### config.mk
export PLATFORM = sky130hd
export DESIGN_NAME = riscv_axi_rd_arb
export DESIGN_NICKNAME = d
export VERILOG_FILES = /design/src/rtl/axi4_pkg.sv /design/src/rtl/riscv_pkg.sv /design/src/rtl/riscv_axi_rd_arb_chk.sv /design/src/rtl/riscv_order_fifo.sv /design/src/rtl/riscv_axi_rd_arb.sv
export SDC_FILE = /design/constraint.sdc
export NUM_CORES = 1
export LEC_CHECK = 0
export ABC_AREA = 1
export CAP_MARGIN = 40
export CORE_MARGIN = 2
export CORE_UTILIZATION = 30
export CTS_CLUSTER_DIAMETER = 30
export DETAILED_ROUTE_END_ITERATION = 10
export DONT_BUFFER_PORTS = 1
export MAX_ROUTING_LAYER = met4
export SYNTH_ARGS = -nofsm -noshare
export SYNTH_HDL_FRONTEND = slang
export SYNTH_SLANG_ARGS = --single-unit
### constraint.sdc
create_clock -name clock -period 2.2 [get_ports clock]
set_input_delay 0.33 -clock clock [delete_from_list [all_inputs] [get_ports clock]]
set_output_delay 0.33 -clock clock [all_outputs]
set_load 0.01 [all_outputs]
### src/rtl/axi4_pkg.sv
// AXI4 read-channel structures shared by the core's memory-side blocks.
package axi4_pkg;

    localparam int ADDR_W = 32;
    localparam int DATA_W = 32;
    localparam int ID_W   = 4;

    typedef struct packed {
        logic              arvalid;
        logic [ID_W-1:0]   arid;
        logic [ADDR_W-1:0] araddr;
        logic [7:0]        arlen;
        logic [2:0]        arsize;
        logic [1:0]        arburst;
    } ar_m;

    typedef struct packed {
        logic arready;
    } ar_s;

    typedef struct packed {
        logic rready;
    } r_m;

    typedef struct packed {
        logic              rvalid;
        logic [ID_W-1:0]   rid;
        logic [DATA_W-1:0] rdata;
        logic [1:0]        rresp;
        logic              rlast;
    } r_s;

endpackage

### src/rtl/riscv_pkg.sv
// Core-level types for the read arbiter: order-FIFO entry, AR FSM states, grant helper.
package riscv_pkg;

    import axi4_pkg::*;

    typedef struct packed {
        logic            req;
        logic [ID_W-1:0] arid;
    } ord_entry_t;

    typedef enum logic [0:0] {
        AR_IDLE = 1'b0,
        AR_HOLD = 1'b1
    } ar_state_e;

    // On a conflict the requester that did not win last time is chosen.
    function automatic logic rr_pick(input logic [1:0] valid, input logic last_grant);
        logic pick;
        if (valid == 2'b11) begin
            pick = ~last_grant;
        end else if (valid[0]) begin
            pick = 1'b0;
        end else begin
            pick = 1'b1;
        end
        return pick;
    endfunction

endpackage

### src/rtl/riscv_axi_rd_arb_chk.sv
// Protocol checks for the read arbiter, kept apart from the datapath.
module riscv_axi_rd_arb_chk (
    input logic       clock,
    input logic       reset,
    input logic       axi_rvalid,
    input logic       fifo_empty,
    input logic [1:0] req_arready
);

    // A beat with nothing outstanding has no owner and is dropped
    a_rvalid_without_burst: assert property (
        @(posedge clock) disable iff (reset) !(axi_rvalid && fifo_empty));

    a_single_grant: assert property (
        @(posedge clock) disable iff (reset) $onehot0(req_arready));

endmodule

### src/rtl/riscv_order_fifo.sv
// In-order FIFO remembering which requester owns each outstanding read burst.
module riscv_order_fifo
    import riscv_pkg::*;
#(
    parameter int  DEPTH   = 4,
    parameter type entry_t = ord_entry_t
) (
    input  logic                   clock,
    input  logic                   reset,
    input  logic                   push,
    input  entry_t                 push_data,
    input  logic                   pop,
    output entry_t                 head,
    output logic [$clog2(DEPTH):0] count,
    output logic                   full,
    output logic                   empty
);

    localparam int PTR_W = $clog2(DEPTH);
    localparam int CNT_W = PTR_W + 1;

    entry_t           mem_r [DEPTH];
    logic [PTR_W-1:0] wr_ptr_r;
    logic [PTR_W-1:0] rd_ptr_r;
    logic [CNT_W-1:0] count_r;
    logic             push_s;
    logic             pop_s;

    assign full   = (count_r == CNT_W'(DEPTH));
    assign empty  = (count_r == CNT_W'(0));
    assign push_s = push && !full;
    assign pop_s  = pop && !empty;
    assign head   = mem_r[rd_ptr_r];
    assign count  = count_r;

    // Pointers wrap naturally because DEPTH is a power of two
    always_ff @(posedge clock) begin
        if (reset) begin
            wr_ptr_r <= '0;
            rd_ptr_r <= '0;
            count_r  <= '0;
        end else begin
            if (push_s) begin
                wr_ptr_r <= wr_ptr_r + PTR_W'(1);
            end
            if (pop_s) begin
                rd_ptr_r <= rd_ptr_r + PTR_W'(1);
            end
            case ({push_s, pop_s})
                2'b10:   count_r <= count_r + CNT_W'(1);
                2'b01:   count_r <= count_r - CNT_W'(1);
                default: count_r <= count_r;
            endcase
        end
    end

    // Entry storage
    always_ff @(posedge clock) begin
        if (push_s) begin
            mem_r[wr_ptr_r] <= push_data;
        end
    end

endmodule

### src/rtl/riscv_axi_rd_arb.sv
// Two-requester AXI read arbiter: round-robin AR issue with one held AR, in-order R routing.
module riscv_axi_rd_arb
    import axi4_pkg::*;
    import riscv_pkg::*;
#(
    parameter int OUTSTANDING = 4
) (
    input  logic      clock,
    input  logic      reset,
    input  ar_m [1:0] REQ_AR_M,
    output ar_s [1:0] REQ_AR_S,
    input  r_m  [1:0] REQ_R_M,
    output r_s  [1:0] REQ_R_S,
    output ar_m       AXI_AR_M,
    input  ar_s       AXI_AR_S,
    output r_m        AXI_R_M,
    input  r_s        AXI_R_S,
    output logic      busy
);

    localparam int CNT_W = $clog2(OUTSTANDING) + 1;

    ar_state_e        state_r;
    ar_state_e        state_s;
    logic             last_grant_r;
    ar_m              hold_r;
    ar_m              cap_s;
    logic             grant_s;
    logic             ar_hs_s;
    logic [1:0]       req_valid_s;
    ord_entry_t       push_data_s;
    ord_entry_t       head_s;
    logic [CNT_W-1:0] count_s;
    logic             full_s;
    logic             empty_s;
    logic             pop_s;

    assign req_valid_s = {REQ_AR_M[1].arvalid, REQ_AR_M[0].arvalid};

    // Grant, upstream ARREADY and next-state decode
    always_comb begin
        state_s     = state_r;
        grant_s     = 1'b0;
        ar_hs_s     = 1'b0;
        cap_s       = '0;
        push_data_s = '0;
        REQ_AR_S    = '0;
        case (state_r)
            AR_IDLE: begin
                if (!full_s && (req_valid_s != 2'b00)) begin
                    grant_s                  = rr_pick(req_valid_s, last_grant_r);
                    ar_hs_s                  = 1'b1;
                    REQ_AR_S[grant_s].arready = 1'b1;
                    cap_s                    = REQ_AR_M[grant_s];
                    cap_s.arid               = '0;
                    cap_s.arvalid            = 1'b1;
                    push_data_s.req          = grant_s;
                    push_data_s.arid         = REQ_AR_M[grant_s].arid;
                    state_s                  = AR_HOLD;
                end else begin
                    state_s = AR_IDLE;
                end
            end
            AR_HOLD: begin
                if (AXI_AR_S.arready) begin
                    state_s = AR_IDLE;
                end else begin
                    state_s = AR_HOLD;
                end
            end
            default: state_s = AR_IDLE;
        endcase
    end

    // hold_r doubles as the downstream AR register; its arvalid tracks the HOLD state
    always_ff @(posedge clock) begin
        if (reset) begin
            state_r      <= AR_IDLE;
            last_grant_r <= 1'b1;
            hold_r       <= '0;
        end else begin
            state_r <= state_s;
            if (ar_hs_s) begin
                last_grant_r <= grant_s;
                hold_r       <= cap_s;
            end else if ((state_r == AR_HOLD) && AXI_AR_S.arready) begin
                hold_r.arvalid <= 1'b0;
            end else begin
                hold_r <= hold_r;
            end
        end
    end

    assign AXI_AR_M = hold_r;

    // R beats go to the owner of the oldest outstanding burst, with its original ID
    always_comb begin
        REQ_R_S = '0;
        AXI_R_M = '0;
        pop_s   = 1'b0;
        if (!empty_s) begin
            REQ_R_S[head_s.req]     = AXI_R_S;
            REQ_R_S[head_s.req].rid = head_s.arid;
            AXI_R_M.rready          = REQ_R_M[head_s.req].rready;
            pop_s = AXI_R_S.rvalid && REQ_R_M[head_s.req].rready && AXI_R_S.rlast;
        end else begin
            pop_s = 1'b0;
        end
    end

    assign busy = (count_s != CNT_W'(0)) || (state_r == AR_HOLD);

    riscv_order_fifo #(
        .DEPTH   (OUTSTANDING),
        .entry_t (ord_entry_t)
    ) u_order_fifo (
        .clock     (clock),
        .reset     (reset),
        .push      (ar_hs_s),
        .push_data (push_data_s),
        .pop       (pop_s),
        .head      (head_s),
        .count     (count_s),
        .full      (full_s),
        .empty     (empty_s)
    );

    riscv_axi_rd_arb_chk u_chk (
        .clock       (clock),
        .reset       (reset),
        .axi_rvalid  (AXI_R_S.rvalid),
        .fifo_empty  (empty_s),
        .req_arready ({REQ_AR_S[1].arready, REQ_AR_S[0].arready})
    );

endmodule

==> out/qor.csv, run 1 <==
stage;metric;value;unit
outcome;status;finished clean;
place;gp weighted congestion;0.799;
sta;final period utilization;89.6;%
floorplan;number of top-level pins;279;
floorplan;row cnt;43;
flow_run;max cap viols;0;
sta;clk_skew;0.00573;ns
sta;setup tns final;0;ns
cells_and_area;# nets final;840;
cells_and_area;final non-filler cell total;874;
floorplan;Core ar.;0.0139;sq mm
routing;Routed WL per cell;13.8;um
pwr;Flop pwr share;38.4;%
routing;routed via count;4034;
clock_tree;CTS root buffer;clkbuf_16;
floorplan;Chip Width;123;um
critical_path;R2R depth;12;
synthesis;Syn Inst Count;628;
place;cell total after placement;858;
critical_path;Crit Path Class;reg -> out;
pwr;Clock power frac;32.1;%
global_routing;global-route usage over all layers;15.3;%
routing;DRC;0;
global_routing;first-pass GRT wire length;17100;um
sta;min Tclk post-route;1.97;ns
cells_and_area;Reg area;0.00174;sq mm
synthesis;post-synthesis area per instance;6.77;sq um
sta;Max Slew Vio Count;0;
clock_tree;Clock Sinks;77;
routing;DR vias/cell;4.62;
sta;Final Hold Fails;0;
critical_path;Critical Path AT;1.64;ns
sta;fmax;0.507;GHz
synthesis;number of synthesized register bits;77;
floorplan;initial core utilization;30.6;%
critical_path;Worst Path Required;1.87;ns
critical_path;Worst R2R End;u_order_fifo.count[2];
synthesis;dominant cell type by area after synthesis;dfxtp_1;
routing;DRT Pass-1 Iters;4;
critical_path;r2r setup slk;0.23;ns
synthesis;Main synth FF type;dfxtp_1;
worst_hold_path;min-delay worst type;in -> reg;
synthesis;Synth top area share;26.8;%
clock_tree;clock-pin slew on the worst setup and hold paths;0.06;ns
pwr;P_int;2.95;mW
critical_path;CP endpoint;REQ_R_S[0];
synthesis;Netlist cell types;24;
synthesis;asr flop ratio synth;0;%
global_routing;initial antenna violation count;0;
clock_tree;TritonCTS buffer count;9;
clock_tree;Clock H-tree levels;3;
place;hpwl dp;9470;um
clock_tree;clock tree buffer depth;2;
routing;total wire length;12100;um
pwr;switch share;34.6;%
clock_tree;TritonCTS clock tree;yes;
pwr;cell area power density;859;mW/mm^2
synthesis;top cells by area, synth;dfxtp_1 (27%), edfxtp_1 (14%), nand2_1 (11%), inv_1 (8.7%), nor2_1 (7.9%);
synthesis;post-synth design cell area;0.00425;sq mm
critical_path;Worst Setup Start Kind;flop;
floorplan;die height;123;um
cells_and_area;share of layout cells above drive strength 1;18.0;%
synthesis;number of flops mapped to enable cells by yosys;20;
cells_and_area;layout overhead on the synthesized area;23.6;%
cells_and_area;n_diodes;0;
routing;DR iter-0 viols;112;
cells_and_area;Layout fillers;1487;
global_routing;gr ovfl total;0;
cells_and_area;Multi-input gate area;0.00186;sq mm
critical_path;CP Capture Type;primary output;
pwr;Switch Pwr;1.56;mW
floorplan;full die area;0.0151;sq mm
sta;# setup viols final;0;
clock_tree;Clk Latency, worst-skew pair;0.33;ns
synthesis;most common cell in the synthesized netlist;nand2_1;
pwr;Gate power share;29.6;%
synthesis;Synth Warn #;0;
pwr;worst vdd ir;0.000334;V
routing;remaining antenna violation count;0;
sta;RSZ-0062 raised after global routing;no;
synthesis;Seq/Total Area, Yosys;41.0;%
cells_and_area;final instance area;0.00526;sq mm
pwr;leakage power;2.60;nW
critical_path;critical path fanouts, max;40;
place;Port Buffer Count;0;
global_routing;largest net degree at the start of global routing;85;
synthesis;Post-synth top cells;nand2_1 (127), inv_1 (99), nor2_1 (90);
clock_tree;CTS Hold Bufs;0;
global_routing;vias in the first global route;3284;
place;Area after DPL;0.00495;sq mm
==> placed cells by master (no fill, tap or decap) <==
master	count
o21ai_1	37
edfxtp_1	20
inv_6	3
clkbuf_16	9
a32o_1	4
dfxtp_1	55
buf_4	90
fa_2	1
o21ai_2	1
clkinv_4	1
o21ai_0	14
o21ai_4	1
conb_1	4
dfxtp_2	2
xor2_1	1
inv_1	98
nor2_1	90
a21oi_1	58
nand3_2	3
nand2_1	127
nand3_1	53
nand2_2	2
ha_1	5
inv_8	2
inv_2	6
clkinv_8	1
nand4_1	3
buf_12	3
==> worst min-delay path by stage <==
stage	from	end	slack, ns	cells past startpoint
after floorplan	state_r	state_r	0.44	2
after global placement	reset	AXI_AR_M[38]	0.40	1
after detailed placement	reset	AXI_AR_M[38]	0.41	1
after CTS	reset	AXI_AR_M[29]	0.04	1
after global routing	reset	AXI_AR_M[29]	0.04	1
final	reset	AXI_AR_M[38]	0.06	1
==> power groups by stage <==
stage          Sequential (mW)  Combinational (mW)  Clock [mW]
3_5_place_dp              1.76                1.35           0
6_report                  1.73                1.34        1.45
2_1_floorplan             1.73               0.855           0
5_1_grt                   1.75                1.50        1.55
4_1_cts                   1.73                1.35        1.49
3_3_place_gp              1.76                1.34           0
==> state kept, by name (all words and copies together), names as in the netlist, named ones only <==
name / flops
u_order_fifo.wr_ptr_r: 2
u_order_fifo.rd_ptr_r: 2
state_r: 1
AXI_AR_M: 46
last_grant_r: 1
u_order_fifo.mem_r: 20
u_order_fifo.count: 3
==> layer usage <==
metal  global-route usage (%)  vias up  routed length (um)
met5                        -        -                   0
li1                         -     2075                   -
met1                     15.9     1770                4610
met2                     28.9      187                6480
met4                     4.26        0                  40
met3                     3.41        2                 963
==> logic make-up after synthesis <==
logic type / count (synthesis) / share of synthesized area, %
buffers and inverters: 150 / 15.8
AND/OR/NAND/NOR: 278 / 26.8
other: 1 / 0.0882
flip-flops: 77 / 41.0
XOR/XNOR: 1 / 0.206
AO/OA/AOI/OAI: 115 / 14.2
adder cells (fa/ha/maj): 6 / 1.94
==> cell type report <==
cell class / instances / share of cell area, %
clock inverter: 7 / 1.40
clock buffer: 9 / 4.29
timing repair buffer: 93 / 14.0
sequential: 77 / 33.2
tap: 180 / 4.29
inverter: 104 / 7.43
multi-input combinational: 404 / 35.4
==> worst max-delay path: stages (launching register included) <==
cell,delay [ns]
dfxtp_2,0.33
inv_2,0.13
nand3_2,0.12
nand2_1,0.12
nand2_1,0.09
buf_12,0.18
nor2_1,0.18
buf_4,0.16
==> through the flow <==
stage	hold WS (ns)	worst slack, ns	util, %	power (mW)
2_1_floorplan	0.443	0.152	-	2.59
6_report	0.0598	0.229	37.9	4.51
4_1_cts	0.0448	0.0989	37.8	4.58
5_1_grt	0.0397	0.0138	37.9	4.79
3_3_place_gp	0.405	0.152	35.7	3.10
3_5_place_dp	0.406	0.116	35.7	3.11
==> repair_timing <==
item | CTS | global route
gates resized for setup | 0 | 6
buffers inserted | 0 | 0
endpoints found under the setup margin | 0 | 1
(Power assumes the default switching activity.)
==> inputs of run 2 (changes only) <==
Settings changed: GPL_ROUTABILITY_DRIVEN from default to 0.
Clock period 2.2 ns to 1.8 ns, I/O delays scaled along.
==> run 2 against run 1 <==
Net effect:
- the flow now finishes with violations (setup timing)
- clock power grew 24%
- hold slack gained 0.069 ns
- clock skew grew 0.00076 ns
- power grew 34%
- routed wire length grew 11%
- first-iteration DRC count grew 25%
- final cell count grew 3.0%
- non-clock buffer count grew 26
- critical path depth grew 1
- utilization grew 3.8 points
- via count grew 4.9%
- worst setup slack lost 0.39 ns
- largest power group unchanged
==> out/qor.csv, run 2 (same netlist as run 1, synthesis figures left out) <==
stage;metric;value;unit;change
critical_path;Worst Setup Start Kind;flop;;
critical_path;slowest CP cell;dfxtp_4;;
global_routing;first-pass GRT wire length;18400;um;+7.3%
sta;min Tclk post-route;1.96;ns;
pwr;P_int;3.89;mW;+32%
routing;top sig layer;met4;;
place;hpwl dp;9470;um;about the same
pwr;Tot Pwr;6.03;mW;+34%
floorplan;number of top-level pins;279;;unchanged
routing;DR WL met3;1000;um;+4.0%
clock_tree;Clk Latency, worst-skew pair;0.33;ns;about the same
pwr;Flop pwr share;35.1;%;-3.3 points
sta;Final Worst Setup Slack;-0.159;ns;-0.387 ns
critical_path;WP buf/inv;4;;+1
cells_and_area;share of layout cells above drive strength 1;26.7;%;+8.7 points
clock_tree;TritonCTS buffer count;9;;unchanged
sta;RSZ-0062 raised after global routing;yes;;
floorplan;initial core utilization;30.6;%;unchanged
sta;Final Hold Fails;0;;unchanged
sta;fmax;0.511;GHz;
routing;DR vias/cell;4.70;;+1.9%
clock_tree;Clock H-tree levels;3;;unchanged
routing;routed via count;4232;;+4.9%
critical_path;Worst Path Required;1.53;ns;-0.34 ns
cells_and_area;max reg flops;46;;unchanged
flow_run;max cap viols;0;;unchanged
worst_hold_path;min-delay worst type;in -> reg;;
pwr;Switch Pwr;2.14;mW;+37%
critical_path;CP Capture Type;primary output;;
critical_path;crit-path leading delay family;buffers and inverters;;
clock_tree;clock tree buffer depth;2;;unchanged
routing;DRC;0;;unchanged
routing;Routed WL per cell;14.9;um;+7.6%
routing;remaining antenna violation count;0;;unchanged
sta;# setup viols final;82;;+82
cells_and_area;final non-filler cell total;900;;+3.0%
pwr;Gate power share;35.0;%;+5.4 points
routing;DR iter-0 viols;140;;+25%
cells_and_area;commonest non-fill, non-tap cell in the layout;nand2_1;;
cells_and_area;n_diodes;0;;unchanged
critical_path;crit path cell chain;inv_4, nand2_4, nand3_4, buf_4, nand3_4, buf_16, nor2_1, buf_4;;
pwr;leakage power;2.80;nW;+7.6%
sta;final period utilization;109;%;
clock_tree;clock-pin slew on the worst setup and hold paths;0.07;ns;about the same
place;Port Buffer Count;0;;unchanged
global_routing;vias in the first global route;3570;;+8.7%
critical_path;Critical Path AT;1.69;ns;+0.05 ns
outcome;failing checks;setup timing;;
critical_path;r2r setup slk;-0.10;ns;-0.33 ns
pwr;worst vdd ir;0.000475;V;+42%
pwr;Clock power frac;29.9;%;-2.2 points
cells_and_area;# nets final;866;;+3.1%
sta;Max Slew Vio Count;0;;unchanged
routing;total wire length;13400;um;+11%
clock_tree;CTS root buffer;clkbuf_16;;
routing;met2 WL;7080;um;+9.2%
global_routing;global-route usage over all layers;16.4;%;+1.0 points
cells_and_area;commonest non-fill, non-tap cells in the layout;nand2_1 (121), buf_4 (103), inv_1 (96);;
pwr;cell area power density;1040;mW/mm^2;+22%
outcome;status;complete, but fails checks;;
critical_path;Crit Path Class;reg -> out;;
floorplan;Chip Width;123;um;unchanged
pwr;switch share;35.4;%;+0.89 points
place;cell total after placement;872;;+1.6%
floorplan;full die area;0.0151;sq mm;unchanged
routing;DRT Pass-1 Iters;4;;unchanged
sta;clk_skew;0.00649;ns;+0.000758 ns
floorplan;die height;123;um;unchanged
clock_tree;TritonCTS clock tree;yes;;
cells_and_area;layout overhead on the synthesized area;35.8;%;
critical_path;critical path fanouts, max;10;;-75%
sta;setup tns final;-5.73;ns;-5.73 ns
global_routing;largest net degree at the start of global routing;91;;+7.1%
floorplan;row cnt;43;;unchanged
critical_path;largest stage delay on the critical path;0.36;ns;+0.03 ns
global_routing;gr ovfl total;0;;unchanged
sta;hold slack;0.129;ns;+0.0694 ns
routing;M1 WL;4990;um;+8.1%
global_routing;initial antenna violation count;0;;unchanged
clock_tree;Clock Sinks;77;;unchanged
floorplan;Core ar.;0.0139;sq mm;unchanged
run 2: changes by cell type in the layout (fill, tap and decap cells not counted), moves of 3 or more:
cell       delta
clkbuf_16     +3
nand3_4       +3
nor2_1       -27
nand3_1       -4
nand2_1       -6
buf_4        +13
nor2_2       +26
nand2_2       +3
buf_6         +4
run 2: final timing paths:
check,end,from,depth (start not counted)
setup / recovery,REQ_R_S[47],flop,8
hold / removal,state_r,AXI_AR_S,3
setup reg to reg,u_order_fifo.count[2],u_order_fifo.mem_r[1][4],12
hold reg to reg,state_r,state_r,2
run 2: power groups by stage:
stage / Combinational (mW) / Sequential, mW / Clock (mW)
floorplan: 1.07 / 2.12 / 0
global placement: 1.69 / 2.15 / 0
detailed placement: 1.70 / 2.15 / 0
CTS: 1.87 / 2.12 / 1.84
global route: 2.30 / 2.14 / 1.93
finish: 2.11 / 2.12 / 1.80
run 2: cell type report:
class | instances | area (sq um)
clock buffer | 9 | 225
multi-input combinational | 404 | 2030
clock inverter | 7 | 76.3
sequential | 77 | 1750
timing repair buffer | 119 | 1070
fill | 1424 | 8100
inverter | 104 | 395
tap | 180 | 225
run 2: worst min-delay path, cell delays in order:
cell,delay [ns]
inv_1,0.04
nand2_1,0.05
a21oi_1,0.05
run 2: repair_timing:
item	CTS	global route
setup endpoints to repair	83	117
resized for setup	31	27
pin swaps	2	4
buffers inserted	1	2
hold buffers	1	1
gates cloned	2	5
endpoints found under the hold margin	48	2
run 2: layer usage:
metal	GRT usage [%]	up-vias
li1	-	2137
met1	16.8	1885
met2	29.8	195
met3	3.74	15
met4	7.03	0
met5	-	-
run 2: through the flow:
step                      area, sq um  utilization, %  setup slack [ns]
after CTS                        5550            40.0           -0.0847
after floorplan                  4300               -           -0.0553
after global routing             5780            41.6            -0.250
final                            5780            41.6            -0.159
after detailed placement         5080            36.6           -0.0872
after global placement           5080            36.6           -0.0813
